**src/rtl/inc_share_ctrl_if.sv**
```systemverilog
// rtl/inc_share_ctrl_if.sv - request/response bundle between requesters, consumer and inc_share_ctrl
interface inc_share_ctrl_if #(
  parameter int WIDTH = 8,
  parameter int CNTW  = 4
);
  logic             req0_valid;
  logic             req0_ready;
  logic [WIDTH-1:0] req0_data;
  logic [CNTW-1:0]  req0_cnt;
  logic             req0_neg;

  logic             req1_valid;
  logic             req1_ready;
  logic [WIDTH-1:0] req1_data;
  logic [CNTW-1:0]  req1_cnt;
  logic             req1_neg;

  logic             rsp_valid;
  logic             rsp_ready;
  logic [WIDTH-1:0] rsp_data;
  logic             rsp_id;
  logic             rsp_ovf;

  // controller side
  modport slave (
    input  req0_valid, req0_data, req0_cnt, req0_neg,
    output req0_ready,
    input  req1_valid, req1_data, req1_cnt, req1_neg,
    output req1_ready,
    output rsp_valid, rsp_data, rsp_id, rsp_ovf,
    input  rsp_ready
  );

  // requester / consumer side
  modport master (
    output req0_valid, req0_data, req0_cnt, req0_neg,
    input  req0_ready,
    output req1_valid, req1_data, req1_cnt, req1_neg,
    input  req1_ready,
    input  rsp_valid, rsp_data, rsp_id, rsp_ovf,
    output rsp_ready
  );
endinterface

```
**src/rtl/inc_share_ctrl.sv**
```systemverilog
// rtl/inc_share_ctrl.sv - round-robin sequencer for the shared incrementer (optional stats: INC_SHARE_STATS_EN)
module inc_share_ctrl #(
  parameter int WIDTH = 8,
  parameter int CNTW  = 4
) (
  input  logic             clk,
  input  logic             rst,
  inc_share_ctrl_if.slave  bus,
  output logic [WIDTH-1:0] inc_a,
  input  logic [WIDTH-1:0] inc_b
`ifdef INC_SHARE_STATS_EN
  ,
  output logic [7:0]       stat_grant0,
  output logic [7:0]       stat_grant1,
  output logic [15:0]      stat_busy
`endif
);

  typedef enum logic [1:0] {IDLE, RUN, DONE} state_t;

  state_t           state;
  logic [WIDTH-1:0] acc;
  logic [CNTW:0]    iter;
  logic             rr_ptr;
  logic             ovf_flag;

  logic             gnt0;
  logic             gnt1;
  logic [WIDTH-1:0] sel_data;
  logic [CNTW-1:0]  sel_cnt;
  logic             sel_neg;
  logic [WIDTH-1:0] acc_load;
  logic [CNTW:0]    n_load;
  logic             ovf_next;

  assign inc_a = acc;

  // grant the valid requester; rr_ptr breaks ties, never grant outside IDLE or in reset
  always_comb begin
    gnt0 = 1'b0;
    gnt1 = 1'b0;
    if (!rst && state == IDLE) begin
      if (bus.req0_valid && bus.req1_valid) begin
        gnt0 = !rr_ptr;
        gnt1 = rr_ptr;
      end else begin
        gnt0 = bus.req0_valid;
        gnt1 = bus.req1_valid;
      end
    end
  end

  assign bus.req0_ready = gnt0;
  assign bus.req1_ready = gnt1;

  // operand mux from the grantee and the values loaded on accept
  always_comb begin
    sel_data = gnt1 ? bus.req1_data : bus.req0_data;
    sel_cnt  = gnt1 ? bus.req1_cnt  : bus.req0_cnt;
    sel_neg  = gnt1 ? bus.req1_neg  : bus.req0_neg;
    acc_load = sel_neg ? ~sel_data : sel_data;
    n_load   = {1'b0, sel_cnt} + {{CNTW{1'b0}}, sel_neg};
    ovf_next = ovf_flag | (acc == {WIDTH{1'b1}});
  end

  // sequencer: accept, run N incrementer passes, hold the response until taken
  always_ff @(posedge clk or posedge rst) begin
    if (rst) begin
      state     <= IDLE;
      acc       <= '0;
      iter      <= '0;
      rr_ptr    <= 1'b0;
      ovf_flag  <= 1'b0;
      bus.rsp_valid <= 1'b0;
      bus.rsp_data  <= '0;
      bus.rsp_id    <= 1'b0;
      bus.rsp_ovf   <= 1'b0;
    end else begin
      case (state)
        IDLE: begin
          if (gnt0 || gnt1) begin
            acc        <= acc_load;
            iter       <= n_load;
            bus.rsp_id <= gnt1;
            ovf_flag   <= 1'b0;
            if (n_load != '0) begin
              state <= RUN;
            end else begin
              // nothing to run: the loaded operand is the answer
              state         <= DONE;
              bus.rsp_valid <= 1'b1;
              bus.rsp_data  <= acc_load;
              bus.rsp_ovf   <= 1'b0;
            end
          end
        end
        RUN: begin
          acc      <= inc_b;
          iter     <= iter - 1'b1;
          ovf_flag <= ovf_next;
          if (iter == (CNTW+1)'(1)) begin
            state         <= DONE;
            bus.rsp_valid <= 1'b1;
            bus.rsp_data  <= inc_b;
            bus.rsp_ovf   <= ovf_next;
          end
        end
        DONE: begin
          if (bus.rsp_ready) begin
            state         <= IDLE;
            bus.rsp_valid <= 1'b0;
            rr_ptr        <= ~bus.rsp_id;
          end
        end
        default: state <= IDLE;
      endcase
    end
  end

`ifdef INC_SHARE_STATS_EN
  // saturating grant and busy-cycle counters
  always_ff @(posedge clk or posedge rst) begin
    if (rst) begin
      stat_grant0 <= '0;
      stat_grant1 <= '0;
      stat_busy   <= '0;
    end else begin
      if (gnt0 && stat_grant0 != 8'hFF)
        stat_grant0 <= stat_grant0 + 8'd1;
      if (gnt1 && stat_grant1 != 8'hFF)
        stat_grant1 <= stat_grant1 + 8'd1;
      if (state == RUN && stat_busy != 16'hFFFF)
        stat_busy <= stat_busy + 16'd1;
    end
  end
`endif

endmodule

```
**src/flat_wrapper.sv**
```systemverilog
// flat-port wrapper written by rule: the top's interface ports become plain ports
module inc_share_ctrl_flat 
#(
  parameter int WIDTH = 8,
  parameter int CNTW  = 4
)
  (clk, rst, inc_a, inc_b, bus_req0_valid, bus_req0_data, bus_req0_cnt, bus_req0_neg, bus_req0_ready, bus_req1_valid, bus_req1_data, bus_req1_cnt, bus_req1_neg, bus_req1_ready, bus_rsp_valid, bus_rsp_data, bus_rsp_id, bus_rsp_ovf, bus_rsp_ready);
  inc_share_ctrl_if #(.WIDTH(WIDTH), .CNTW(CNTW)) bus_i ();
  input  logic clk;
  input  logic rst;
  output logic [WIDTH-1:0] inc_a;
  input  logic [WIDTH-1:0] inc_b;
  input wire logic [$bits(bus_i.req0_valid)-1:0] bus_req0_valid;
  input wire logic [$bits(bus_i.req0_data)-1:0] bus_req0_data;
  input wire logic [$bits(bus_i.req0_cnt)-1:0] bus_req0_cnt;
  input wire logic [$bits(bus_i.req0_neg)-1:0] bus_req0_neg;
  output wire logic [$bits(bus_i.req0_ready)-1:0] bus_req0_ready;
  input wire logic [$bits(bus_i.req1_valid)-1:0] bus_req1_valid;
  input wire logic [$bits(bus_i.req1_data)-1:0] bus_req1_data;
  input wire logic [$bits(bus_i.req1_cnt)-1:0] bus_req1_cnt;
  input wire logic [$bits(bus_i.req1_neg)-1:0] bus_req1_neg;
  output wire logic [$bits(bus_i.req1_ready)-1:0] bus_req1_ready;
  output wire logic [$bits(bus_i.rsp_valid)-1:0] bus_rsp_valid;
  output wire logic [$bits(bus_i.rsp_data)-1:0] bus_rsp_data;
  output wire logic [$bits(bus_i.rsp_id)-1:0] bus_rsp_id;
  output wire logic [$bits(bus_i.rsp_ovf)-1:0] bus_rsp_ovf;
  input wire logic [$bits(bus_i.rsp_ready)-1:0] bus_rsp_ready;
  assign bus_i.req0_valid = bus_req0_valid;
  assign bus_i.req0_data = bus_req0_data;
  assign bus_i.req0_cnt = bus_req0_cnt;
  assign bus_i.req0_neg = bus_req0_neg;
  assign bus_req0_ready = bus_i.req0_ready;
  assign bus_i.req1_valid = bus_req1_valid;
  assign bus_i.req1_data = bus_req1_data;
  assign bus_i.req1_cnt = bus_req1_cnt;
  assign bus_i.req1_neg = bus_req1_neg;
  assign bus_req1_ready = bus_i.req1_ready;
  assign bus_rsp_valid = bus_i.rsp_valid;
  assign bus_rsp_data = bus_i.rsp_data;
  assign bus_rsp_id = bus_i.rsp_id;
  assign bus_rsp_ovf = bus_i.rsp_ovf;
  assign bus_i.rsp_ready = bus_rsp_ready;
  inc_share_ctrl #(.WIDTH(WIDTH), .CNTW(CNTW)) u_core (.clk(clk), .rst(rst), .bus(bus_i), .inc_a(inc_a), .inc_b(inc_b));
endmodule
```
**config.mk**
```make
export PLATFORM = sky130hd
export DESIGN_NAME = inc_share_ctrl_flat
export DESIGN_NICKNAME = d
export VERILOG_FILES = /design/src/rtl/inc_share_ctrl_if.sv /design/src/rtl/inc_share_ctrl.sv /design/src/flat_wrapper.sv
export SDC_FILE = /design/constraint.sdc
export NUM_CORES = 1
export LEC_CHECK = 0
export ABC_AREA = 1
export CAP_MARGIN = 20
export CORE_MARGIN = 10
export CORE_UTILIZATION = 30
export DETAILED_ROUTE_END_ITERATION = 8
export PLACE_DENSITY = 0.65
export SLEW_MARGIN = 20
export SYNTH_ARGS = -nofsm -noshare
export SYNTH_HDL_FRONTEND = slang
export SYNTH_SLANG_ARGS = --single-unit
```
**constraint.sdc**
```tcl
create_clock -name clk -period 3.8 [get_ports clk]
set_input_delay 0.57 -clock clk [delete_from_list [all_inputs] [get_ports clk]]
set_output_delay 0.57 -clock clk [all_outputs]
set_load 0.05 [all_outputs]
```
==> Word-level counts from Yosys, hierarchy flattened <==
Cells that the tools add are included.
{ "word_totals": {"rom_bits": 0, "n_memories": 0, "latch_bits": 0, "mem_bits_rw": 0, "ff_bits": 28, "in_bits": 39} }
{ "op_classes": {"bitwise": 3, "mux": 32, "n_reduce_logical": 15, "mul": 0, "eq_ne": 8, "n_div": 0, "n_shift": 0, "order_cmp": 0, "add_sub_neg": 2} }
{ "op_table": {"columns": ["op", "n"], "rows": [
  ["two-way mux 8 bit", 6],
  ["case mux 8 bit (2 select lines)", 2],
  ["two-way mux 1 bit", 13],
  ["case mux 5 bit (2 select lines)", 1],
  ["== test 8 bit, second input constant", 1],
  ["two-way mux 2 bit", 4],
  ["NOT 8 bit", 1],
  ["!= test 2 bit, second input constant", 3],
  ["case mux 2 bit (3 select lines)", 1],
  ["AND reduction 2 bit", 3],
  ["adder 4 x 1 -> 5 bit", 1],
  ["== test 5 x 1 -> 1 bit, second input constant", 1],
  ["two-way mux 5 bit", 1],
  ["AND reduction 5 bit", 1],
  ["nonzero test 5 bit", 1],
  ["subtractor 5 x 1 -> 5 bit, second input constant", 1],
  ["two-way mux 4 bit", 1],
  ["case mux 1 bit (2 select lines)", 2],
  ["AND reduction 4 bit", 1],
  ["case mux 1 bit (3 select lines)", 1],
  ["AND reduction 3 bit", 1],
  ["nonzero test 3 bit", 1],
  ["== test 2 x 1 -> 1 bit, second input constant", 1],
  ["== test 2 bit, second input constant", 1],
  ["8 further kinds", 10]
]} }

==> Logic depth before layout (Yosys ltp) <==
Gate-level depths: netlist (run 1).
{ "logic_depth": {"word_depth": 9, "mapped_depth": 19, "mapped_depth_nobuf": 19} }

==> Worst setup path after synthesis (run 1) <==
No wires, ideal clock.
{ "synth_path": {"path_kind": "reg-to-reg", "startpoint": "reg u_core.state[0]", "endpoint": "reg u_core.bus.rsp_data[0]", "period_less_slack_ns": 2.708, "arrival_time_ns": 2.589, "required_time_ns": 3.681, "slack_ns": 1.092, "n_path_buf": 0, "stages_incl_launch_ff": 19, "path_cell_list": "dfrtp_1 inv_1 ha_1 inv_2 nor2_4 nand3_4 inv_1 nand2_1 nand2_1 ha_1 ha_1 nor2_1 nand3_1 nor2_2 nand2_1 nand2_2 nand2_2 nand2_1 nand2_1"} }
{ "synth_between": {"elab_chain_cells": 9} }
{ "synth_rtl": {"columns": ["element", "line_no", "text"], "rows": [
  ["from (decl)", "inc_share_ctrl.sv:21", "state_t state;"],
  ["from (signal assigned)", "inc_share_ctrl.sv:69", "state <= IDLE;"],
  ["from (signal assigned)", "inc_share_ctrl.sv:87", "state <= RUN;"],
  ["from (signal assigned)", "inc_share_ctrl.sv:90", "state <= DONE;"],
  ["logical NOT 2 bit *", "inc_share_ctrl.sv:42", "if (!rst && state == IDLE) begin"],
  ["logical AND 1 bit *", "inc_share_ctrl.sv:42", null],
  ["two-way mux 1 bit *", "inc_share_ctrl.sv:42", null],
  ["named net bus_req1_ready", "flat_wrapper.sv:22", "output wire logic [$bits(bus_i.req1_ready)-1:0] bus_req1_ready;"],
  ["parallel branches: the longest is 6 deep, another holds adder 4 x 1 -> 5 bit", null, null],
  ["to (signal assigned)", "inc_share_ctrl.sv:92", "bus.rsp_data <= acc_load;"],
  ["to (signal assigned)", "inc_share_ctrl.sv:104", "bus.rsp_data <= inc_b;"],
  ["to (decl)", "inc_share_ctrl_if.sv:30", "output rsp_valid, rsp_data, rsp_id, rsp_ovf,"]
]} }
Mark *: on every way through the listed nets, which the timed path passes. The select of a mux whose other input is x is not followed.
A chain may end at the register's enable or synchronous reset.

==> Final worst setup path (run 1) <==
{ "layout_path": {"startpoint": "reg u_core.state[0]", "endpoint": "out bus_req1_ready"} }
{ "layout_between": {"elab_chain_cells": 3} }
{ "layout_rtl": {"columns": ["element", "line_no"], "rows": [
  ["logical NOT 2 bit", "inc_share_ctrl.sv:42"],
  ["logical AND 1 bit", "inc_share_ctrl.sv:42"],
  ["two-way mux 1 bit", "inc_share_ctrl.sv:42"],
  ["to (decl)", "flat_wrapper.sv:22"]
]} }
Every way passes these cells.

==> results.json, run 1 <==
{
  "status": "completed",
  "dieHeight_microns": 98.2,
  "worst_path_most_repeated_cell": "inv_1",
  "cts-resized-gates": 0,
  "yosysTopAreaCell": "dfrtp_1",
  "clkPwrFrac": 0.116,
  "power_density_nw_per_um2": 799,
  "p_leak_nw": 1.23,
  "clk_pin_slew_ns": 0.10,
  "postCtsSetupBuffers": 0,
  "total_power_mw": 2.06,
  "synthCells": 260,
  "crit_path_end_kind": "output pin",
  "cts_tree": "done",
  "cp-start-kind": "flop",
  "viasPerCell": 4.70,
  "drt_first_pass_iters": 4,
  "ios": 60,
  "cp_slowest_cell": "clkdlybuf4s50_1",
  "path_buf_inv": 4,
  "synthesis.area_sq_um": 1830,
  "p_sw_mw": 1.06,
  "grt-ovfl-total": 0,
  "fin_cells": 393,
  "final_core_util": 0.436,
  "avgSynthCellArea_sq_um": 7.05,
  "cts_root_buffer": "clkbuf_8",
  "max_stage_delay_ns": 0.84,
  "crit_required_ns": 3.23,
  "pwr-share-seq": 0.252,
  "clockBufferDepth": 2,
  "ir_drop_mv": 0.482,
  "final_cell_mix": "nand2_1, clkdlybuf4s50_1, inv_1, dfrtp_1, a21oi_1",
  "antenna_left": 0,
  "grtUsageMet2": 0.192,
  "synth_seq_cells": 28,
  "rows": 28,
  "yosysWarnings": 0,
  "max_freq_ghz": 0.313,
  "antenna_cells": 0,
  "antenna_found_initial": 0,
  "hold-worst-slack_ns": 0.486,
  "synth_top_area_frac": 0.382,
  "core-area_sq_um": 5920,
  "hold_class": "reg2reg",
  "grt_pass1_wl_mm": 9.01,
  "slew_headroom": 0.617,
  "final_common_cell": "nand2_1",
  "p_comb_frac": 0.633,
  "yosysSeqAreaShare": 0.382,
  "met3_usage": 0.0275,
  "grt_setup_unrepaired": "false",
  "syn2layout_area_growth_pct": 40.8,
  "synthesis.nets": 306,
  "grt_max_degree": 27,
  "final_layout_size_suffix_gt1_frac": 0.0786,
  "fillers": 620,
  "grt.total_usage": 0.110,
  "grt_pass1_vias": 1885,
  "cts_inserted_buffers": 3,
  "htree_levels": 1,
  "hold_viol": 0,
  "setup_violations": 0,
  "dr.first_iter.drc_count": 128,
  "routed_wl_mm": 5.47,
  "skew_ns": 0.00306,
  "die_w_microns": 98.2,
  "internal_power_mw": 1.01,
  "placed_area_sq_um": 2510,
  "path_cells": "inv_1, ha_1, inv_2, nor2_4, nand3_4, inv_1, clkdlybuf4s50_1",
  "critPathMaxFanout": 26,
  "met1_usage": 0.134,
  "gp_congestion": 0.813,
  "switching_share": 0.512,
  "critPathArrivalTime_ns": 2.62,
  "worst_pin_slew_ns": 0.575,
  "nets": 365,
  "drv_cap": 0,
  "fin_area_sq_um": 2580,
  "ys_types": 27,
  "timing.setup.tns_ns": 0,
  "gr-max-usage-layer": "met2",
  "clk_latency_ns": 0.27,
  "cts.sinks": 28,
  "place_inst": 389,
  "dp_hpwl_mm": 4.46,
  "drv_slew": 0,
  "period_needed_ns": 3.19,
  "cpLargestDelayFamily": "buffers and inverters",
  "die_area_sq_um": 9640,
  "hold_buffers": 0,
  "num_vias": 1846,
  "dp_slack_ns": 0.500,
  "drc": 0,
  "setup.worst_path.class": "reg2out",
  "synth.area.top_cells": "dfrtp_1, nand2_1, inv_1",
  "wl_per_cell_microns": 13.9,
  "post-route-period-util": 0.840,
  "fin_ws_ns": 0.608,
  "port_buffers": 59,
  "initial_core_util": 0.310
}
[registers in the layout (all words and copies together), names as in the netlist]
name and flops:
u_core.bus.rsp_data 8, u_core.inc_a 8, u_core.iter 5, u_core.state 2, u_core.bus.rsp_id 1, u_core.bus.rsp_ovf 1
u_core.bus.rsp_valid 1, u_core.ovf_flag 1, u_core.rr_ptr 1
[worst min-delay path, stage by stage (launching register included)]
cell	delay, ns
dfrtp_1	0.36
nand2_1	0.05
nand2_1	0.05
[power by group through the flow]
stage               combinational, mW  sequential [mW]  clock [mW]
global placement                 1.28            0.526           0
global route                     1.45            0.534       0.252
floorplan                       0.613            0.823           0
CTS                              1.32            0.521       0.243
detailed placement               1.31            0.527           0
finish                           1.31            0.519       0.239
[cell usage after synthesis]
library cell,n
o21ai_0,15
o221ai_1,1
xnor2_1,1
a31oi_1,2
or2_1,1
ha_1,7
o21ai_1,8
clkbuf_1,5
nand2_2,2
nor4_1,1
o21ai_2,2
inv_1,30
nor2_4,1
buf_6,3
nor2_1,16
nand3_1,19
dfrtp_1,28
o311ai_0,1
a21oi_1,22
inv_2,2
buf_2,1
nand2_1,77
nand4_1,4
nor2_2,1
o211ai_1,1
nand3_4,1
or2_2,8
[path summary, 6_finish.rpt]
path / from / end / slack (ns) / cells past startpoint
worst max register to register: u_core.state[0] / u_core.bus.rsp_data[4] / 0.68 / 17
max in group asynchronous: rst / u_core.ovf_flag / 2.58 / 3
worst min register to register: u_core.bus.rsp_data[2] / u_core.bus.rsp_data[2] / 0.49 / 2
min in group asynchronous: rst / u_core.iter[0] / 0.74 / 2
worst max-delay path: u_core.state[0] / bus_req1_ready / 0.61 / 7
worst min-delay path: u_core.bus.rsp_data[2] / u_core.bus.rsp_data[2] / 0.49 / 2
[kinds of logic (layout without fill, tap and decap cells)]
group                      count (synthesis)  after routing  synth area share
AOI/OAI and AO/OA                         52             52             0.153
buffers and inverters                     41             99            0.0969
xor gates and xnor gates                   1              1           0.00478
adders and majority gates                  7              7            0.0477
and+or+nand+nor                          131            131             0.316
DFF                                       28             28             0.382
[layer usage]
metal / vias up / routed length, microns
li1: 955 / -
met1: 844 / 2420
met2: 43 / 2720
met3: 4 / 306
met4: 0 / 26
met5: - / 0
[final cells by class]
class,instances,area (sq um),area share
Clock buffer,3,41.3,0.0160
Multi-Input combinational cell,191,956,0.370
Inverter,32,120,0.0465
Sequential cell,28,701,0.271
Tap cell,75,93.8,0.0363
Clock inverter,1,30.0,0.0116
Timing Repair Buffer,63,641,0.248
Power figures use the tool's default switching activity.
==> inputs of run 2 (changes only) <==
clock period = 3.1 ns   (was 3.8 ns; I/O delays follow)
==> run 2 against run 1 <==
Design area stayed put. Highest routed layer unchanged. Combinational power grew 23%. Clock power is 20% higher. Largest power group unchanged. Die area unchanged. Sequential power grew 22%.
==> results.json, run 2 (synthesized netlist as in run 1, its figures left out) <==
{
  "status": "completed",
  "p_sw_mw": 1.28,
  "cts_inserted_buffers": 3,
  "route.met2.wl_mm": 2.52,
  "cp-start-kind": "flop",
  "critPathArrivalTime_ns": 2.30,
  "clkPwrFrac": 0.113,
  "clk_latency_ns": 0.28,
  "ir_drop_mv": 0.511,
  "final_layout_size_suffix_gt1_frac": 0.0903,
  "cts_tree": "done",
  "hold_class": "reg2reg",
  "power_density_nw_per_um2": 979,
  "grt_setup_unrepaired": "false",
  "syn2layout_area_growth_pct": 40.8,
  "ios": 60,
  "final_common_cell": "nand2_1",
  "nets": 368,
  "wl_per_cell_microns": 13.0,
  "gp_congestion": 0.794,
  "fin_ws_ns": 0.339,
  "p_comb_frac": 0.636,
  "clk_pin_slew_ns": 0.09,
  "port_buffers": 59,
  "top_layer_used": "met4",
  "die_w_microns": 98.2,
  "p_leak_nw": 1.24,
  "postCtsSetupBuffers": 0,
  "routed_wl_mm": 5.16,
  "period_needed_ns": 2.76,
  "dp_slack_ns": 0.238,
  "fin_cells": 396,
  "initial_core_util": 0.310,
  "die_area_sq_um": 9640,
  "dr_wl_met3_microns": 218,
  "setup_violations": 0,
  "post-route-period-util": 0.891,
  "slew_headroom": 0.529,
  "setup.worst_path.class": "reg2out",
  "grt.total_usage": 0.111,
  "core-area_sq_um": 5920,
  "hold_buffers": 0,
  "dieHeight_microns": 98.2,
  "drc": 0,
  "worst_pin_slew_ns": 0.702,
  "grt_max_degree": 29,
  "grt_pass1_vias": 1887,
  "skew_ns": 0.00304,
  "dp_hpwl_mm": 4.19,
  "internal_power_mw": 1.25,
  "htree_levels": 1,
  "place_inst": 392,
  "cts-resized-gates": 0,
  "dr.first_iter.drc_count": 141,
  "grt_pass1_wl_mm": 9.11,
  "pwr-share-seq": 0.251,
  "antenna_cells": 0,
  "cts_root_buffer": "clkbuf_8",
  "drt_first_pass_iters": 4,
  "rows": 28,
  "crit_required_ns": 2.63,
  "timing.setup.tns_ns": 0,
  "wl_met1_mm": 2.41,
  "viasPerCell": 4.60,
  "grt-ovfl-total": 0,
  "max_freq_ghz": 0.362,
  "num_vias": 1820,
  "switching_share": 0.505,
  "crit_path_end_kind": "output pin",
  "final_cell_mix": "nand2_1, clkdlybuf4s50_1, inv_1, dfrtp_1, a21oi_1",
  "drv_cap": 0,
  "total_power_mw": 2.53,
  "critPathMaxFanout": 6,
  "antenna_left": 0,
  "cts.sinks": 28,
  "drv_slew": 0,
  "hold_viol": 0,
  "fillers": 605,
  "clockBufferDepth": 2,
  "antenna_found_initial": 0
}
-- run 2: changes by cell type in the layout (fill, tap and decap cells not counted), sizes merged --
| cell | before | now |
|---|---|---|
| buf | 4 | 8 |
| clkdlybuf4s50 | 59 | 58 |
-- run 2: routing by layer --
layer | track usage | up-vias
met3 | 0.0268 | 2
met4 | 0.0121 | 0
li1 | - | 961
met1 | 0.140 | 817
met2 | 0.190 | 40
met5 | 0 | -
-- run 2: layout make-up --
cell class                 instances  area [sq um]  share of cell area
multi-input combinational        191           956               0.370
clock buffer                       3          41.3              0.0160
sequential                        28           701               0.271
tap                               75          93.8              0.0363
clock inverter                     1          30.0              0.0116
timing repair buffer              66           641               0.248
inverter                          32           120              0.0465
-- run 2: power groups by stage --
stage | registers (mW) | clock network [mW] | logic (mW)
global route | 0.657 | 0.312 | 1.81
detailed placement | 0.641 | 0 | 1.62
global placement | 0.642 | 0 | 1.61
CTS | 0.636 | 0.294 | 1.63
finish | 0.634 | 0.287 | 1.61
floorplan | 1.01 | 0 | 0.751
-- run 2: final timing paths --
path / startpoint / end / slack, ns / cells after the start
max: u_core.state[0] / bus_req0_ready / 0.34 / 7
min: u_core.bus.rsp_data[4] / u_core.bus.rsp_data[4] / 0.48 / 2
max reg2reg: u_core.state[0] / u_core.bus.rsp_data[2] / 0.35 / 17
min reg2reg: u_core.bus.rsp_data[4] / u_core.bus.rsp_data[4] / 0.48 / 2
max in group asynchronous: rst / u_core.iter[0] / 2.20 / 3
min in group asynchronous: rst / u_core.bus.rsp_id / 0.64 / 3
-- run 2: metrics by stage --
stage	hold slack, ns	utilization	area, sq um
2_1_floorplan	0.481	-	1830
3_3_place_gp	0.460	0.424	2510
3_5_place_dp	0.457	0.424	2510
4_1_cts	0.480	0.436	2580
5_1_grt	0.504	0.436	2580
6_report	0.479	0.436	2580
-- run 2: critical path: stages, from the launching register on --
cell	delay, ns
dfrtp_1	0.41
inv_1	0.09
ha_1	0.31
inv_2	0.07
nor2_4	0.14
nand2_1	0.06
a21oi_1	0.11
clkdlybuf4s50_1	0.82
